`config.mk`:
```
export PLATFORM = sky130hd
export DESIGN_NAME = abs_peak_unit
export DESIGN_NICKNAME = d
export VERILOG_FILES = /design/src/rtl/abs_peak_unit.sv
export SDC_FILE = /design/constraint.sdc
export NUM_CORES = 1
export LEC_CHECK = 0
export CAP_MARGIN = 20
export CORE_ASPECT_RATIO = 0.7
export CORE_MARGIN = 8
export CORE_UTILIZATION = 50
export DETAILED_ROUTE_END_ITERATION = 10
export PLACE_DENSITY = 0.81
export SYNTH_ARGS = -nofsm -noshare
export SYNTH_HDL_FRONTEND = slang
export SYNTH_SLANG_ARGS = --single-unit
```
`constraint.sdc`:
```
create_clock -name clk -period 4 [get_ports clk]
set_input_delay 0.6 -clock clk [delete_from_list [all_inputs] [get_ports clk]]
set_output_delay 0.6 -clock clk [all_outputs]
set_load 0.02 [all_outputs]
```
`src/rtl/abs_peak_unit.sv`:
```
`default_nettype none
// ============================================================================
// Module      : abs_peak_unit
// Description : Streaming |x| with valid/ready handshake and per-window peak
//               magnitude tracker. Define ABS_PEAK_SAT_EN to clamp -2^(W-1).
// Revision    : 1.0 - initial release
// ============================================================================
module abs_peak_unit #(
    parameter int WIDTH  = 6,
    parameter int WINDOW = 8
) (
    input  logic                       clk,
    input  logic                       reset,
    input  logic                       clear,
    input  logic                       in_valid,
    output logic                       in_ready,
    input  logic [WIDTH-1:0]           in_data,
    output logic                       out_valid,
    input  logic                       out_ready,
    output logic [WIDTH-1:0]           out_abs,
    output logic                       out_neg,
    output logic                       out_sat,
    output logic                       peak_valid,
    output logic [WIDTH-1:0]           peak,
    output logic [$clog2(WINDOW)-1:0]  win_count
);

    localparam int                CW      = $clog2(WINDOW);
    localparam logic [CW-1:0]     c_last  = CW'(WINDOW - 1);
    localparam logic [WIDTH-1:0]  c_one   = WIDTH'(1);

    logic             r_out_valid;
    logic [WIDTH-1:0] r_out_abs;
    logic             r_out_neg;
    logic             r_peak_valid;
    logic [WIDTH-1:0] r_peak;
    logic [WIDTH-1:0] r_run_max;
    logic [CW-1:0]    r_win_count;

    logic             w_accept;
    logic             w_deliver;
    logic             w_neg;
    logic [WIDTH-1:0] w_mag;
    logic [WIDTH-1:0] w_cand;
    logic             w_close;

    assign in_ready  = !r_out_valid || out_ready;
    assign w_accept  = in_valid && in_ready;
    assign w_deliver = r_out_valid && out_ready;
    assign w_neg     = in_data[WIDTH-1];
    assign w_cand    = (r_run_max > r_out_abs) ? r_run_max : r_out_abs;
    assign w_close   = (r_win_count == c_last);

`ifdef ABS_PEAK_SAT_EN
    localparam logic [WIDTH-1:0] c_min = {1'b1, {(WIDTH-1){1'b0}}};
    localparam logic [WIDTH-1:0] c_max = {1'b0, {(WIDTH-1){1'b1}}};

    logic r_out_sat;
    logic w_sat;

    // The only input whose negation does not fit a signed result is -2^(W-1).
    assign w_sat = (in_data == c_min);

    always_comb begin
        w_mag = in_data;
        if (w_sat)
            w_mag = c_max;
        else if (w_neg)
            w_mag = ~in_data + c_one;
    end

    always_ff @(posedge clk) begin
        if (reset)
            r_out_sat <= 1'b0;
        else if (w_accept)
            r_out_sat <= w_sat;
    end

    assign out_sat = r_out_sat;
`else
    assign w_mag   = w_neg ? (~in_data + c_one) : in_data;
    assign out_sat = 1'b0;
`endif

    always_ff @(posedge clk) begin
        if (reset) begin
            r_out_valid  <= 1'b0;
            r_out_abs    <= '0;
            r_out_neg    <= 1'b0;
            r_peak_valid <= 1'b0;
            r_peak       <= '0;
            r_run_max    <= '0;
            r_win_count  <= '0;
        end else begin
            if (w_accept) begin
                r_out_valid <= 1'b1;
                r_out_abs   <= w_mag;
                r_out_neg   <= w_neg;
            end else if (w_deliver) begin
                r_out_valid <= 1'b0;
            end

            r_peak_valid <= 1'b0;
            // clear takes priority so a closing sample coinciding with it is dropped
            if (clear) begin
                r_run_max   <= '0;
                r_win_count <= '0;
            end else if (w_deliver) begin
                if (w_close) begin
                    r_peak       <= w_cand;
                    r_peak_valid <= 1'b1;
                    r_run_max    <= '0;
                    r_win_count  <= '0;
                end else begin
                    r_run_max    <= w_cand;
                    r_win_count  <= r_win_count + CW'(1);
                end
            end
        end
    end

    assign out_valid  = r_out_valid;
    assign out_abs    = r_out_abs;
    assign out_neg    = r_out_neg;
    assign peak_valid = r_peak_valid;
    assign peak       = r_peak;
    assign win_count  = r_win_count;

endmodule
`default_nettype wire
```
==> results.py <==
metrics = {
    "cells_and_area": {
        "fin_nets": 180,
        "layout_commonest_cell": "clkdlybuf4s50_1",
        "antenna_cells_inserted": 0,
        "fill_cell_total_of_the_finished_layout": 195,
        "most-common-layout-cells": "clkdlybuf4s50_1, dfxtp_1, nor2_1",
        "fin_util": 0.664,
        "drive_gt1_frac": 0.101,
        "layout-area-overhead-vs-synth_pct": 28.1,
    },
    "routing": {
        "post_drt_wl_per_cell_um": 15.7,
        "antenna_violating_nets_post_route": 0,
        "routed_via_density": 5.49,
        "first_iter_violations": 57,
        "route.vias.total": 1060,
        "drt_pass1_iterations": 4,
        "drc": 0,
        "routed_wl_mm": 3.04,
    },
    "floorplan": {
        "top_level_ports": 31,
        "floorplan.rows": 15,
        "initial_util": 0.518,
        "floorplan.core_area_um2": 2420,
        "fp.dieW_um": 75.9,
        "die-area_um2": 4390,
        "floorplan.die.height_um": 57.9,
    },
    "critical_path": {
        "crit_path_end": "in_ready",
        "max_stage_delay_ps": 620,
        "reg2reg_setup_slack_ps": 1820,
        "crit_arrival_ps": 1900,
        "cp.required_ps": 3400,
        "worst_setup_path_startpoint": "out_ready",
        "cp_common_cell": "clkdlybuf4s50_1",
        "timing.critical_path.cells": "clkdlybuf4s50_1, nand2b_1, clkdlybuf4s50_1",
        "timing.critical_path.fanout_max": 4,
        "timing.critical_path.from_type": "input pin",
        "crit_type": "in -> out",
        "regToRegStartpoint": "win_count[0]",
        "rr_worst_depth": 6,
        "worst_r2r_endpoint": "peak[1]",
        "crit_path_end_kind": "output port",
        "slowest_stage": "clkdlybuf4s50_1",
    },
    "power": {
        "power.ir.vdd_worst_v": 0.000211,
        "power.static_leakage_nw": 0.634,
        "power_per_cell_area_nw_per_um2": 325,
    },
    "cts": {
        "numClockSinks": 24,
        "post_cts.resized_instances": 0,
        "clk-insertion-delay-late_ps": 340,
        "cts_inserted_buffers": 3,
        "clk_pin_slew_worst_paths_ps": 120,
        "htree_num_levels": 1,
        "cts_hold_repair.buffers": 0,
        "max-clock-path-buffers": 2,
        "postCtsSetupRepairBufs": 0,
        "clockRootBuffer": "clkbuf_4",
        "tritoncts": "built",
    },
    "placement": {
        "gp_congestion": 0.831,
        "port_buffers": 29,
        "detailed_place_hpwl_mm": 2.28,
    },
    "sta": {
        "max_freq_mhz": 400,
        "min_period_over_period": 0.625,
        "timing.final.setup_violations": 0,
        "timing.slew.headroom": 0.475,
        "hold_violation_total_from_the_final_report": 0,
        "unrepaired_setup_endpoints_after_global_routing": "no",
        "final_max_slew_viol_count": 0,
        "final.setup_skew_ps": 17.8,
        "tightest_slew_ps": 784,
        "period_needed_ps": 2500,
        "finalSetupTns_ps": 0,
    },
    "logic_synthesis": {
        "synth_top_area_cell": "dfxtp_1",
        "netlist.area_leader.share": 0.383,
        "syn_avg_cell_area_um2": 9.57,
        "number_of_enable_flip_flop_cells_after_synthesis": 0,
        "synth.distinct_cells": 38,
        "synth.yosys.warnings": 0,
        "syn_nets": 151,
        "synth-main-ff-cell": "dfxtp_1",
        "post_synth_main_area_contributors": "dfxtp_1, ha_1, nor2_1",
        "postSynthCellCount": 131,
        "yosys_register_bits": 24,
        "mappedNetlistArea_um2": 1250,
        "proportion_of_synthesized_flip_flops_having_asynchronous_set_or_reset": 0,
        "synth.yosys.seq_area_share": 0.383,
    },
    "grt": {
        "grt_max_degree": 21,
        "gr-usage-all-layers": 0.150,
        "grt_pass1_wl_mm": 5.04,
        "antenna_violations_before_repair": 0,
        "grt_pass1_vias": 1153,
        "grt_remaining_overflow": 0,
    },
    "hold_path": {
        "timing.hold.worst.class": "reg -> reg",
    },
    "run": {
        "max_cap_viol_count": 0,
    },
    "outcome": {
        "outcome": "finished clean",
    },
}
## how the worst min path moves through the flow
| stage | start | to | slack (ps) | cells after the start |
|---|---|---|---|---|
| after floorplan | r_run_max[0] | r_run_max[0] | 470 | 1 |
| after global placement | out_neg | out_neg | 490 | 2 |
| after detailed placement | r_run_max[1] | r_run_max[1] | 510 | 1 |
| after CTS | r_run_max[0] | r_run_max[0] | 540 | 1 |
| after global routing | r_run_max[5] | r_run_max[5] | 580 | 1 |
| final | out_neg | out_neg | 540 | 2 |
## cells in the mapped netlist, drive strengths merged, types with 4 or more instances
cell type	n
o221a	6
inv	10
dfxtp	24
nor2	21
ha	9
mux2i	4
a21oi	6
buf	5
a211oi	4
nor3	5
a22o	6
## flip-flops by register name, summed over array words and instances (netlist names)
| name | flops |
|---|---|
| peak | 6 |
| out_valid | 1 |
| win_count | 3 |
| out_abs | 6 |
| out_neg | 1 |
| peak_valid | 1 |
| r_run_max | 6 |
## cell families (layout without fill, tap and decap cells)
kind of cell / after synthesis / after routing / synth area share
flops: 24 / 24 / 0.383
other cells: 1 / 1 / 0.00299
xor+xnor: 3 / 3 / 0.0210
simple gates: 43 / 43 / 0.188
compound gates: 32 / 32 / 0.228
fa+ha+maj: 9 / 9 / 0.0898
buf+inv: 15 / 43 / 0.0559
mux: 4 / 4 / 0.0319
## power by group
part           switching (mW)  total (mW)  internal, mW  leakage (nW)
Clock                  0.0771       0.179         0.102        0.0279
Combinational          0.0481      0.0887        0.0406         0.411
Sequential            0.00876       0.254         0.246         0.195
## worst max-delay path, delay by kind of cell
kind | cells | cell delay, ps
and+or+nand+nor | 1 | 170
buffers and inverters | 2 | 1130
## through the flow
| stage | std cells | power, mW | cell area, um^2 | hold slack, ps | setup slack (ps) |
|---|---|---|---|---|---|
| after global placement | 189 | 0.343 | 1550 | 491 | 1510 |
| final | 193 | 0.522 | 1610 | 540 | 1500 |
| after global routing | 193 | 0.540 | 1610 | 576 | 1430 |
| after CTS | 193 | 0.522 | 1610 | 541 | 1490 |
| after detailed placement | 189 | 0.347 | 1550 | 511 | 1440 |
| after floorplan | 131 | 0.313 | 1250 | 473 | 2160 |
## layout make-up
type / instances / area [um^2] / area share
well taps: 34 / 42.5 / 0.0265
clock inverters: 1 / 30.0 / 0.0187
flip-flops and latches: 24 / 480 / 0.299
inverters: 10 / 37.5 / 0.0234
repair buffers: 29 / 290 / 0.181
multi-input cells: 92 / 703 / 0.438
clock buffers: 3 / 22.5 / 0.0140
## routing by layer
metal  up-vias  GRT usage  wire (um)
li1        524          -          -
met1       492      0.162       1350
met2        36      0.249       1430
met3         8     0.0482        185
met4         0     0.0872         77
met5         -          0          0
No activity file was read; power rests on OpenSTA's default activity.
==> patch 1, RTL diff (config.mk and constraints unchanged) <==
Change the parameter `WIDTH` from 6 to 12.
--- a/src/rtl/abs_peak_unit.sv
+++ b/src/rtl/abs_peak_unit.sv
@@ -7,5 +7,5 @@
 // ============================================================================
 module abs_peak_unit #(
-    parameter int WIDTH  = 6,
+    parameter int WIDTH  = 12,
     parameter int WINDOW = 8
 ) (
Ports: changed (resized in_data, out_abs and peak); port bits go from 31 to 49. The function was not compared with the original's and may differ.
==> patch 1 against the unedited design <==
Sequential share of layout area fell by 0.19 points; synthesized cell count is 98% higher; power up 77%; non-clock buffer count grew 21; combinational power increased by 68%; sequential cell count up 18; wire length increased by 86%; area after synthesis grew 79%; worst setup slack got worse by 380 ps; global-route usage up 2.0 points; cell area is 76% higher.
==> patch 1: results (changes against the unedited design) <==
Status: completed (unchanged)
Area contributors post-synth: dfxtp_1 (37%), ha_1 (8.4%), a22o_1 (4.7%) (was dfxtp_1 (38%), ha_1 (9.0%), nor2_1 (6.3%))
Syn_nets: 292 (was 151)
Crit Path Max Fanout: 25 (was 4)
Largest net degree at the start of global routing: 29 (was 21)
Least-Margin Pin Slew: 780 ps (was 784 ps)
Share of cells above drive strength 1: 5.98% (was 10.1%)
Routability cong.: 0.804 (was 0.831)
Clock latency on the worst-skew pair: 290 ps (was 340 ps)
CTS root buf: clkbuf_8 (was clkbuf_4)
Hold Path Class: reg2reg (unchanged)
Max VDD drop: 171 µV (was 211 µV)
Worst EP arrival: 3100 ps (was 1900 ps)
Leakage Power: 1.04 nW (was 0.634 nW)
Prevailing post-synth register cell: dfxtp_1 (unchanged)
Number of DRC markers in iteration 0: 145 (was 57)
Clk slew on worst S/H paths: 80 ps (was 120 ps)
Synthesis Warnings: 0 (unchanged)
First-pass GRT wire length: 9450 µm (was 5040 µm)
Register area share after synthesis: 37.4% (was 38.3%)
CTS tree: done (unchanged)
Vias in the first global route: 1,992 (was 1,153)
Share of flip-flops with an asynchronous set or reset: 0% (unchanged)
Port bufs: 47 (was 29)
H-tree levels: 2 (was 1)
Most frequent cells after synthesis: dfxtp_1 (42), nor2_1 (26), nand2_1 (16) (was dfxtp_1 (24), nor2_1 (21), inv_1 (10))
Skew final: 9.62 ps (was 17.8 ps)
Detailed Route WL: 5640 µm (was 3040 µm)
CTS Buf Count: 5 (was 3)
Total track usage: 17.1% (was 15.0%)
Worst slack, placed: 1170 ps (was 1440 ps)
Nets: 332 (was 180)
Setup tns final: 0 ps (unchanged)
Drt via density: 5.70 (was 5.49)
Initial antenna violation count: 0 (unchanged)
Diode count: 0 (unchanged)
Setup Buffers After CTS: 0 (unchanged)
1st-pass router iterations: 4 (unchanged)
CTS resizes: 0 (unchanged)
Yosys cell types: 45 (was 38)
Detailed Place HPWL: 4150 µm (was 2280 µm)
CTS max path bufs: 2 (unchanged)
-- patch 1: changes by cell type after synthesis, moves of 6 or more --
cell and delta:
clkbuf_1 +10, or3_1 +13, a21oi_1 +7, a22o_1 +6
dfxtp_1 +18, a2111oi_1 +9, o21ai_0 +14, nor3_1 +9
o221a_2 -6, ha_1 +6, nand2_1 +13
-- patch 1: path summary, 6_finish.rpt --
path	startpoint	endpoint	slack [ps]	cells after the start
worst min register to register	win_count[2]$_SDFFE_PP0P_	win_count[2]$_SDFFE_PP0P_	480	2
worst max register to register	out_abs[7]$_SDFFE_PP0P_	r_run_max[7]$_SDFFE_PP0P_	1130	8
worst min-delay path	win_count[2]$_SDFFE_PP0P_	win_count[2]$_SDFFE_PP0P_	480	2
worst max-delay path	out_abs[7]$_SDFFE_PP0P_	r_run_max[7]$_SDFFE_PP0P_	1130	8
-- patch 1: area by class of cell --
type	instances	area (µm²)
inverters	16	60.1
repair buffers	50	493
clock inverters	1	30.0
well taps	55	68.8
multi-input cells	185	1260
fillers	377	1500
flip-flops and latches	42	841
clock buffers	7	76.3
-- patch 1: critical path, cell delays in order, from the launching register on --
cell and delay [ps]:
dfxtp_1 460, inv_1 80, ha_1 350, a21oi_1 180, o21ai_0 110, nand2_1 110
nand3_2 440, a2111oi_4 880, a22o_1 220
-- patch 1: logic make-up (layout without fill, tap and decap cells) --
| family | after synthesis | count (layout) | synth area share [%] |
|---|---|---|---|
| buf+inv | 33 | 74 | 6.46 |
| fa+ha+maj | 15 | 15 | 8.36 |
| flops | 42 | 42 | 37.4 |
| simple gates | 89 | 89 | 20.3 |
| compound gates | 70 | 70 | 23.3 |
| other cells | 1 | 1 | 0.167 |
| mux | 1 | 1 | 0.446 |
| xor+xnor | 9 | 9 | 3.51 |
-- patch 1: layer usage --
layer	part of all wire (%)	track usage, %	up-vias
li1	-	-	1025
met1	49	23.3	936
met2	42	25.3	62
met3	7.0	4.85	7
met4	1.2	4.58	0
met5	0	0	-
-- patch 1: stage by stage --
stage | util [%] | cells | area (µm²)
2_1_floorplan | - | 260 | 2250
3_3_place_gp | 62.9 | 348 | 2720
3_5_place_dp | 62.9 | 348 | 2720
4_1_cts | 65.3 | 356 | 2830
5_1_grt | 65.3 | 356 | 2830
6_report | 65.3 | 356 | 2830
-- patch 1: power by group --
group	switching, W	internal [W]
Combinational	0.0000846	0.0000648
Sequential	0.0000187	0.000430
Clock	0.000137	0.000187
==> patch 2, RTL diff (config.mk and constraints unchanged) <==
Made on the original files. Put one more register stage on the output `win_count`, cleared by the reset. The value now appears one clock later. The other outputs are not delayed to match.
--- a/src/rtl/abs_peak_unit.sv
+++ b/src/rtl/abs_peak_unit.sv
@@ -125,5 +125,11 @@
     assign peak_valid = r_peak_valid;
     assign peak       = r_peak;
-    assign win_count  = r_win_count;
+    always_ff @(posedge clk) begin
+        if (reset) begin
+            win_count <= '0;
+        end else begin
+            win_count <= r_win_count;
+        end
+    end
 
 endmodule
Check against the original RTL: not equivalent (Yosys sat finds a counterexample within 4 cycles, from zero or initial values and one cycle with reset high).
==> patch 2 against the unedited design <==
Final cell count rose by 3.1%; sequential cell count rose by 3; wire length fell by 8.3%; via count rose by 3.5%; worst setup slack got worse by 100 ps; area after synthesis rose by 5.9%; power rose by 0.76%; cell area rose by 4.5%; combinational power fell by 3.9%; clock power fell by 12%; critical path type unchanged.
==> patch 2: results (changes against the unedited design) <==
Status: completed (unchanged)
Detailed Route WL: 2790 µm (was 3040 µm)
Register area share after synthesis: 40.7% (was 38.3%)
Non-clock inverters: 9 (was 10)
Multi-input logic area: 723 µm² (was 703 µm²)
Post-synthesis cell count: 137 (was 131)
PwrDens: 313 mW/mm² (was 325 mW/mm²)
Port bufs: 29 (unchanged)
Most frequent cells after synthesis: dfxtp_1 (27), nor2_1 (22), ha_1 (9), inv_1 (9) (was dfxtp_1 (24), nor2_1 (21), inv_1 (10))
Share of cells above drive strength 1: 7.27% (was 10.1%)
Max VDD drop: 214 µV (was 211 µV)
Relative slew margins: 45.5% (was 47.5%)
Min-Delay Endpoint: win_count[1]$_SDFF_PP0_ (was out_neg$_SDFFE_PP0P_)
Reg-to-reg startpoint: r_win_count[0]$_SDFFE_PP0P_ (was win_count[0]$_SDFFE_PP0P_)
Skew final: 10.5 ps (was 17.8 ps)
Leakage Power: 0.641 nW (was 0.634 nW)
Comb_multi_in: 96 (was 92)
Worst slack, placed: 1400 ps (was 1440 ps)
Clk slew on worst S/H paths: 100 ps (was 120 ps)
Hold_sp: r_win_count[1]$_SDFFE_PP0P_ (was out_neg$_SDFFE_PP0P_)
WHS Path Cells: 1 (was 2)
Sequential cell area: 541 µm² (was 480 µm²)
Final hold slack: 494 ps (was 540 ps)
Mux cell area share after synthesis: 3.02% (was 3.19%)
Worst EP arrival: 2000 ps (was 1900 ps)
First-pass GRT wire length: 4900 µm (was 5040 µm)
Placed instance count: 195 (was 189)
Area contributors post-synth: dfxtp_1 (41%), ha_1 (8.5%), nor2_1 (6.2%) (was dfxtp_1 (38%), ha_1 (9.0%), nor2_1 (6.3%))
Yosys cell types: 37 (was 38)
Post-synthesis compound-gate area fraction: 22.6% (was 22.8%)
XOR/XNOR Fraction of Synth Area: 1.98% (was 2.10%)
Area share of fa/ha/maj cells after synthesis: 8.48% (was 8.98%)
Seq_cells: 27 (was 24)
Vias after detailed routing: 1,097 (was 1,060)
Total track usage: 12.8% (was 15.0%)
CTS root buf: clkbuf_8 (was clkbuf_4)
Wirelength per Cell: 14.0 µm (was 15.7 µm)
Fillers: 206 (was 195)
Syn_nets: 157 (was 151)
Detailed Place HPWL: 2180 µm (was 2280 µm)
Final worst setup slack: 1400 ps (was 1500 ps)
Routability cong.: 0.855 (was 0.831)
Nets: 186 (was 180)
R2r endpoint: peak[4]$_SDFFE_PP0P_ (was peak[1]$_SDFFE_PP0P_)
Flop-to-flop setup slack: 2040 ps (was 1820 ps)
Placed cell area: 0.00163 mm² (was 0.00155 mm²)
Largest net degree at the start of global routing: 24 (was 21)
Clock latency on the worst-skew pair: 280 ps (was 340 ps)
Clock network area share: 2.91% (was 3.27%)
## patch 2: cell count changes after synthesis, moves of 2 or more
| cell | before | now |
|---|---|---|
| buf_2 | 2 | 0 |
| buf_4 | 1 | 3 |
| clkbuf_1 | 0 | 2 |
| dfxtp_1 | 24 | 27 |
| nor2b_1 | 3 | 5 |
| o221a_1 | 0 | 6 |
| o221a_2 | 6 | 0 |
## patch 2: routing by layer
metal | up-vias | share of wire [%] | global-route usage, %
met2 | 28 | 46 | 21.4
met3 | 2 | 6.3 | 5.00
met4 | 0 | 0.47 | 3.21
met1 | 520 | 47 | 15.1
met5 | - | 0 | 0
li1 | 547 | - | -
## patch 2: critical path: stages
cell,delay [ps]
clkdlybuf4s50_1,590
nand2b_1,190
clkdlybuf4s50_1,620
## patch 2: power breakdown
part           leakage [nW]  switching, W  internal, W
logic                 0.400     0.0000460    0.0000392
clock network        0.0217     0.0000857    0.0000708
registers             0.219    0.00000861     0.000275
